<file path="src/rtl/cs_delay_pkg.sv">
// Shared types and default sizing for the chip-select delay-line controller.
package cs_delay_pkg;

    typedef enum logic [1:0] {
        IDLE      = 2'd0,
        WAIT_IDLE = 2'd1,
        FLUSH     = 2'd2,
        APPLY     = 2'd3
    } state_t;

    localparam int DEF_LEN_W   = 4;
    localparam int DEF_MAX_LEN = 15;

endpackage

</file>
<file path="src/rtl/btn_debounce.sv">
// Sample-and-hold debouncer for one raw push button, advanced by a shared slow tick.
module btn_debounce #(
    parameter int N = 8
) (
    input  logic clk,
    input  logic rst_n,
    input  logic tick,
    input  logic raw,
    output logic stable,
    output logic press
);

    logic [N-1:0] samples;
    logic [N-1:0] samples_next;

    assign samples_next = {samples[N-2:0], raw};

    // A level is accepted only once the whole window agrees; press marks accepted rising levels.
    always_ff @(posedge clk or negedge rst_n) begin
        if (!rst_n) begin
            samples <= '0;
            stable  <= 1'b0;
            press   <= 1'b0;
        end else begin
            press <= 1'b0;
            if (tick) begin
                samples <= samples_next;
                if ((&samples_next) && !stable) begin
                    stable <= 1'b1;
                    press  <= 1'b1;
                end else if (!(|samples_next) && stable) begin
                    stable <= 1'b0;
                end
            end
        end
    end

endmodule

</file>
<file path="src/rtl/cs_delay_ctrl.sv">
// Button-driven length controller; commits a new delay length only after cs has been idle long enough.
module cs_delay_ctrl
    import cs_delay_pkg::*;
#(
    parameter int DIV     = 50_000,
    parameter int N       = 8,
    parameter int LEN_W   = DEF_LEN_W,
    parameter int MAX_LEN = DEF_MAX_LEN,
    parameter int GUARD   = 16
) (
    input  logic             clk,
    input  logic             rst_n,
    input  logic             cs,
    input  logic             btn_up_raw,
    input  logic             btn_dn_raw,
    input  logic             btn_lock_raw,
    output logic [LEN_W-1:0] len,
    output logic [LEN_W-1:0] len_target,
    output logic             locked,
    output logic             flush,
    output logic             update_done,
    output logic             busy
);

    localparam int DIV_W  = (DIV > 1) ? $clog2(DIV) : 1;
    localparam int IDLE_W = $clog2(GUARD + 1);

    logic [DIV_W-1:0]  div_cnt;
    logic              tick;
    logic              up_press;
    logic              dn_press;
    logic              lock_press;
    logic [2:0]        unused_stable;
    logic              locked_next;
    state_t            state;
    state_t            state_next;
    logic [IDLE_W-1:0] idle_cnt;
    logic [IDLE_W-1:0] idle_cnt_next;

    assign tick = (div_cnt == DIV_W'(DIV - 1));

    always_ff @(posedge clk or negedge rst_n) begin
        if (!rst_n) begin
            div_cnt <= '0;
        end else begin
            div_cnt <= tick ? '0 : div_cnt + 1'b1;
        end
    end

    btn_debounce #(.N(N)) u_up (
        .clk    (clk),
        .rst_n  (rst_n),
        .tick   (tick),
        .raw    (btn_up_raw),
        .stable (unused_stable[0]),
        .press  (up_press)
    );

    btn_debounce #(.N(N)) u_dn (
        .clk    (clk),
        .rst_n  (rst_n),
        .tick   (tick),
        .raw    (btn_dn_raw),
        .stable (unused_stable[1]),
        .press  (dn_press)
    );

    btn_debounce #(.N(N)) u_lock (
        .clk    (clk),
        .rst_n  (rst_n),
        .tick   (tick),
        .raw    (btn_lock_raw),
        .stable (unused_stable[2]),
        .press  (lock_press)
    );

    // The lock toggle lands first so a simultaneous up/down sees the new lock state.
    assign locked_next = locked ^ lock_press;

    always_ff @(posedge clk or negedge rst_n) begin
        if (!rst_n) begin
            locked     <= 1'b0;
            len_target <= '0;
        end else begin
            locked <= locked_next;
            if (!locked_next && (up_press != dn_press)) begin
                if (up_press) begin
                    len_target <= (len_target == LEN_W'(MAX_LEN)) ? '0 : len_target + 1'b1;
                end else begin
                    len_target <= (len_target == '0) ? LEN_W'(MAX_LEN) : len_target - 1'b1;
                end
            end
        end
    end

    always_ff @(posedge clk or negedge rst_n) begin
        if (!rst_n) begin
            state       <= IDLE;
            idle_cnt    <= '0;
            flush       <= 1'b0;
            update_done <= 1'b0;
            len         <= '0;
        end else begin
            state       <= state_next;
            idle_cnt    <= idle_cnt_next;
            flush       <= (state == FLUSH);
            update_done <= (state == APPLY);
            if (state == APPLY) begin
                len <= len_target;
            end
        end
    end

    // Once FLUSH is entered the commit is unconditional; the target is sampled as late as APPLY.
    always_comb begin
        state_next    = state;
        idle_cnt_next = idle_cnt;
        unique case (state)
            IDLE: begin
                if (len_target != len) begin
                    state_next    = WAIT_IDLE;
                    idle_cnt_next = '0;
                end
            end
            WAIT_IDLE: begin
                if (len_target == len) begin
                    state_next = IDLE;
                end else if (cs) begin
                    idle_cnt_next = '0;
                end else begin
                    idle_cnt_next = idle_cnt + 1'b1;
                    if (idle_cnt == IDLE_W'(GUARD - 1)) begin
                        state_next = FLUSH;
                    end
                end
            end
            FLUSH:   state_next = APPLY;
            APPLY:   state_next = IDLE;
            default: state_next = IDLE;
        endcase
    end

    assign busy = (state != IDLE);

endmodule
</file>
<file path="config.mk">
export PLATFORM = sky130hd
export DESIGN_NAME = cs_delay_ctrl
export DESIGN_NICKNAME = d
export VERILOG_FILES = /design/src/rtl/cs_delay_pkg.sv /design/src/rtl/btn_debounce.sv /design/src/rtl/cs_delay_ctrl.sv
export SDC_FILE = /design/constraint.sdc
export NUM_CORES = 1
export LEC_CHECK = 0
export ABC_AREA = 0
export ABC_CLOCK_PERIOD_IN_PS = 3100
export BUFFER_PORTS_ARGS = -buffer_cell sky130_fd_sc_hd__buf_4
export CAP_MARGIN = 0
export CORE_MARGIN = 2
export CORE_UTILIZATION = 50
export CTS_BUF_LIST = sky130_fd_sc_hd__clkbuf_8
export CTS_CLUSTER_DIAMETER = 50
export DETAILED_ROUTE_END_ITERATION = 12
export PLACE_DENSITY = 0.68
export REMOVE_ABC_BUFFERS = 1
export SYNTH_ARGS = -nofsm -noshare
export SYNTH_HDL_FRONTEND = slang
export SYNTH_SLANG_ARGS = --single-unit
</file>
<file path="constraint.sdc">
create_clock -name clk -period 3.1 [get_ports clk]
set_input_delay 0.155 -clock clk [delete_from_list [all_inputs] [get_ports clk]]
set_output_delay 0.155 -clock clk [all_outputs]
set_load 0.03 [all_outputs]
</file>
[Word level (Yosys, flattened, before mapping)]
Index checks and enable logic that the tools add are counted.
Word-level totals
  bits in registers: 61
  input bits: 6
  output and inout bits: 12
  logic and storage cells: 92
Operators by class
  $add $sub $neg: 4
  equality and inequality tests: 13
  multiplexer cells: 25
  bitwise logic cells: 1
  reductions and logical operators: 32
Operator list (count)
  $reduce_and 8->1: 3
  $reduce_or 8->1: 3
  $add 16x1->16 const B: 1
  $eq 16x16->1 const B: 1
  $mux 16: 1
  $mux 5: 3
  $mux 1: 12
  $mux 4: 3
  $pmux 5 s2: 1
  $reduce_bool 2->1: 5
  $mux 2: 4
  $pmux 2 s4: 1
  $logic_and 1x1->1: 7
  $logic_not 1->1: 7
  $ne 3x3->1 const B: 2
  $reduce_and 2->1: 3
  $reduce_and 3->1: 2
  $add 5x1->5 const B: 1
  $eq 5x4->1 const B: 1
  $add 4x1->4 const B: 1
  $eq 2x2->1 const B: 2
  $eq 4x4->1: 1
  $eq 4x4->1 const B: 1
  $logic_not 4->1: 1
  other kinds (7): 8

[Longest topological paths before layout]
  depth in word-level cells: 5
  gate-level depth with buffers: 7
  gate-level depth less buffers: 6

[Cells and area by module]
A second synthesis with hierarchy kept.
Unflattened totals
  cell total of the unflattened synthesis: 241
  area, all modules: 2837.7 sq um
By module, submodules not included
  cs_delay_ctrl: times used 1, cells each 163, area an instance 1722.9 sq um, seq. area each 850.8 sq um
  btn_debounce: times used 3, cells each 26, area an instance 371.6 sq um, seq. area each 225.2 sq um

[Worst setup path after synthesis]
Ideal clock, no wire load.
  kind: register to register
  from: register div_cnt[7]
  to: register u_lock.samples[0]
  setup time: 125 ps
  arrival time: 1948 ps
  required time: 2975 ps
  path slack: 1027 ps
  stages on the path, launching flop included: 5
  buffers on the path: 1
  period minus slack after synthesis: 2073 ps
  path through: dfrtp_1 > or4b_1 > nor4_4 > buf_4 > mux2_2
On the way
  cells in the longest elaborated chain, start to end: 1
RTL lines
  from (decl): RTL line cs_delay_ctrl.sv:28  | logic [DIV_W-1:0] div_cnt;
  from (signal assigned): RTL line cs_delay_ctrl.sv:46  | div_cnt <= tick ? '0 : div_cnt + 1'b1;
  $eq 16x16->1: RTL line cs_delay_ctrl.sv:40  | assign tick = (div_cnt == DIV_W'(DIV - 1));
  to (signal assigned): RTL line btn_debounce.sv:27  | samples <= samples_next;
  to (decl): RTL line btn_debounce.sv:13  | logic [N-1:0] samples;
No other way between the ends.
A chain may end at the register's enable or synchronous reset.

[Worst setup path after layout]
Same ends and word-level chain as after synthesis.

==> flow_metrics.tcl <==
set metrics [dict create \
    outcome "finished, final reports clean" \
    htree_levels 3 \
    yosysTopAreaCell "dfrtp_1" \
    postLayoutCellArea_mm2 0.00320 \
    yosysMostFrequentCell "dfrtp_1" \
    wl_per_cell_um 13.8 \
    grt_pass1_vias 1886 \
    io_buffers 17 \
    cts_sinks 61 \
    grtUsageTotal 0.183 \
    path_clk_slew_ns 0.06 \
    ys.flop_type "dfrtp_1" \
    vias 1874 \
    end_kind "register" \
    setup_viol 0 \
    drt_wl_total_um 4710 \
    crit_path_start_kind "register" \
    synth_seq_area_share 0.543 \
    synth.top_cell.area_share 0.543 \
    fin_nets 277 \
    ir_drop_mv 0.298 \
    cts_tree "built" \
    max_freq_mhz 460 \
    synth-edff-count 0 \
    worst_slack_ns 0.925 \
    dpl.hpwl_um 3060 \
    powerDensity_mw_per_mm2 471 \
    die_area_mm2 0.00623 \
    tightestPinTransition_ns 0.730 \
    antenna_left 0 \
    synth_warnings 0 \
    muxShareOfSynthArea 0.0958 \
    synth_top_family_by_area "simple AND/OR/NAND/NOR gates" \
    hold_viol_final 0 \
    grt_max_degree 62 \
    fill_cells 470 \
    maxSlewViolCount 0 \
    dr.pass1.iters 4 \
    fin_skew_ns 0.00737 \
    die_h_um 79.0 \
    p_leak_nw 1.56 \
    core_area_mm2 0.00547 \
    synthAdderAreaFrac 0.0223 \
    min_period_ns 2.17 \
    timing.hold.ws_ns 0.0738 \
    hp-class "input port to register" \
    place_area_mm2 0.00299 \
    initial_core_util 0.513 \
    clk_latency_ns 0.33 \
    ys_ff_latch 61 \
    via_per_inst 5.48 \
    drv_cap 0 \
    cts_setup_buffers 0 \
    fin_crit_sh 0.702 \
    crit_chain "or4b_1, nor4_4, buf_4, mux2_2" \
    cp_slowest_cell "or4b_1" \
    synth_area_mm2 0.00281 \
    synth_area_leaders "dfrtp_1, mux2_2, xnor2_1, nand2_1, nand3_1" \
    synth_common_cells "dfrtp_1, nand2_1, mux2_2" \
    n_antenna_cell 0 \
    critPathKind "register to register" \
    drc_errors 0 \
    areaGrowthSynthToFinish_pct 13.8 \
    drt_first_iter_violations 149 \
    cp.arrival_ns 2.39 \
    grt_pass1_wl_um 8760 \
    cts_max_path_buffers 2 \
    synth_cells 243 \
    max_slew_margin 0.513 \
    num_rows 27 \
    required_ns 3.32 \
    slowest_delay_ns 0.58 \
    preCtsSetupSlack_ns 0.922 \
    tns_ns 0 \
    synthSimpleGateAreaFrac 0.193 \
    cts_made_buffers 9 \
    drive_above_1_share 0.207 \
    async_reset_ff_frac 1.00 \
    antenna_found_initial 0 \
    routabilityCongestion 0.813 \
    synth_compound_area_frac 0.0686 \
    critPathMaxFanout 33 \
    synth_xor_area_frac 0.0530 \
    ios 18 \
    rsz0062_at_grt "no" \
    avgSynthCellArea_um2 11.6 \
    overflow 0 \
    cts_root_buf "clkbuf_8" \
    die_w_um 79.0 \
    ys_types 40 \
]
## layout make-up
| class | instances | area (um2) | area share |
|---|---|---|---|
| tap | 72 | 90.1 | 0.0282 |
| timing repair buffer | 19 | 145 | 0.0454 |
| multi-input combinational | 168 | 1210 | 0.380 |
| clock buffer | 11 | 151 | 0.0474 |
| inverter | 7 | 26.3 | 0.00822 |
| sequential | 61 | 1530 | 0.478 |
| clock inverter | 4 | 41.3 | 0.0129 |
## worst paths after layout
| kind | from | end | slack, ns | depth (start not counted) |
|---|---|---|---|---|
| max | div_cnt[7] | u_lock.samples[0] | 0.93 | 4 |
| min | btn_dn_raw | u_dn.samples[0] | 0.07 | 2 |
| max reg2reg | div_cnt[7] | u_lock.samples[0] | 0.93 | 4 |
| min reg2reg | u_lock.press | locked | 0.46 | 1 |
| max in group asynchronous | rst_n | u_dn.press | 2.18 | 2 |
| min in group asynchronous | rst_n | div_cnt[2] | 0.42 | 2 |
## through the flow
step	power [mW]	cells	utilization
floorplan	0.813	236	-
global placement	0.835	326	0.547
global route	1.57	342	0.584
finish	1.50	342	0.584
detailed placement	0.835	326	0.547
CTS	1.53	342	0.584
## cell usage in the layout (no fill, tap or decap), types with 5 or more instances in the layout
cell,count
a21o_1,5
ha_1,5
nand2_1,24
inv_1,10
nor2_1,6
dfrtp_1,61
clkbuf_8,11
mux2_2,23
nand3_1,14
nor4_1,10
xor2_1,5
buf_4,18
nor2b_1,5
o21ai_0,9
xnor2_1,12
nor3_1,5
## layer usage
metal	track usage	vias up	wire, um
met5	0	-	0
met4	0.0983	0	91
met3	0.0523	8	131
met2	0.265	21	2170
met1	0.250	910	2320
li1	-	935	-
## report_power, final
group | internal, mW | total (mW) | switching, mW
registers | 0.796 | 0.796 | 0
clock network | 0.402 | 0.686 | 0.284
logic | 0.00611 | 0.0229 | 0.0168
total | 1.20 | 1.50 | 0.300
## worst max-delay path, delay by kind of cell, from the launching register on
kind / cells / cell delay [ns]
buffers and inverters: 1 / 0.39
DFF: 1 / 0.43
muxes: 1 / 0.38
and+or+nand+nor: 2 / 0.83
## cell families after synthesis
family                     count (synthesis)
xor gates and xnor gates                  17
muxes                                     24
and+or+nand+nor                           93
adders and majority gates                  5
buffers and inverters                     14
AOI/OAI and AO/OA                         29
DFF                                       61
## repair_timing
action                                 CTS  global route
setup endpoints to repair                0             0
hold buffers                             1             0
gates resized for setup                  0             0
endpoints found under the hold margin   61             0
## sequential cells by signal (all words and copies together), names as in the netlist, 4 cells and up, named ones only
register,flops
len,4
len_target,4
u_dn.samples,7
u_up.samples,7
u_lock.samples,7
div_cnt,16
idle_cnt,5
No activity file was read; power rests on OpenSTA's default activity.
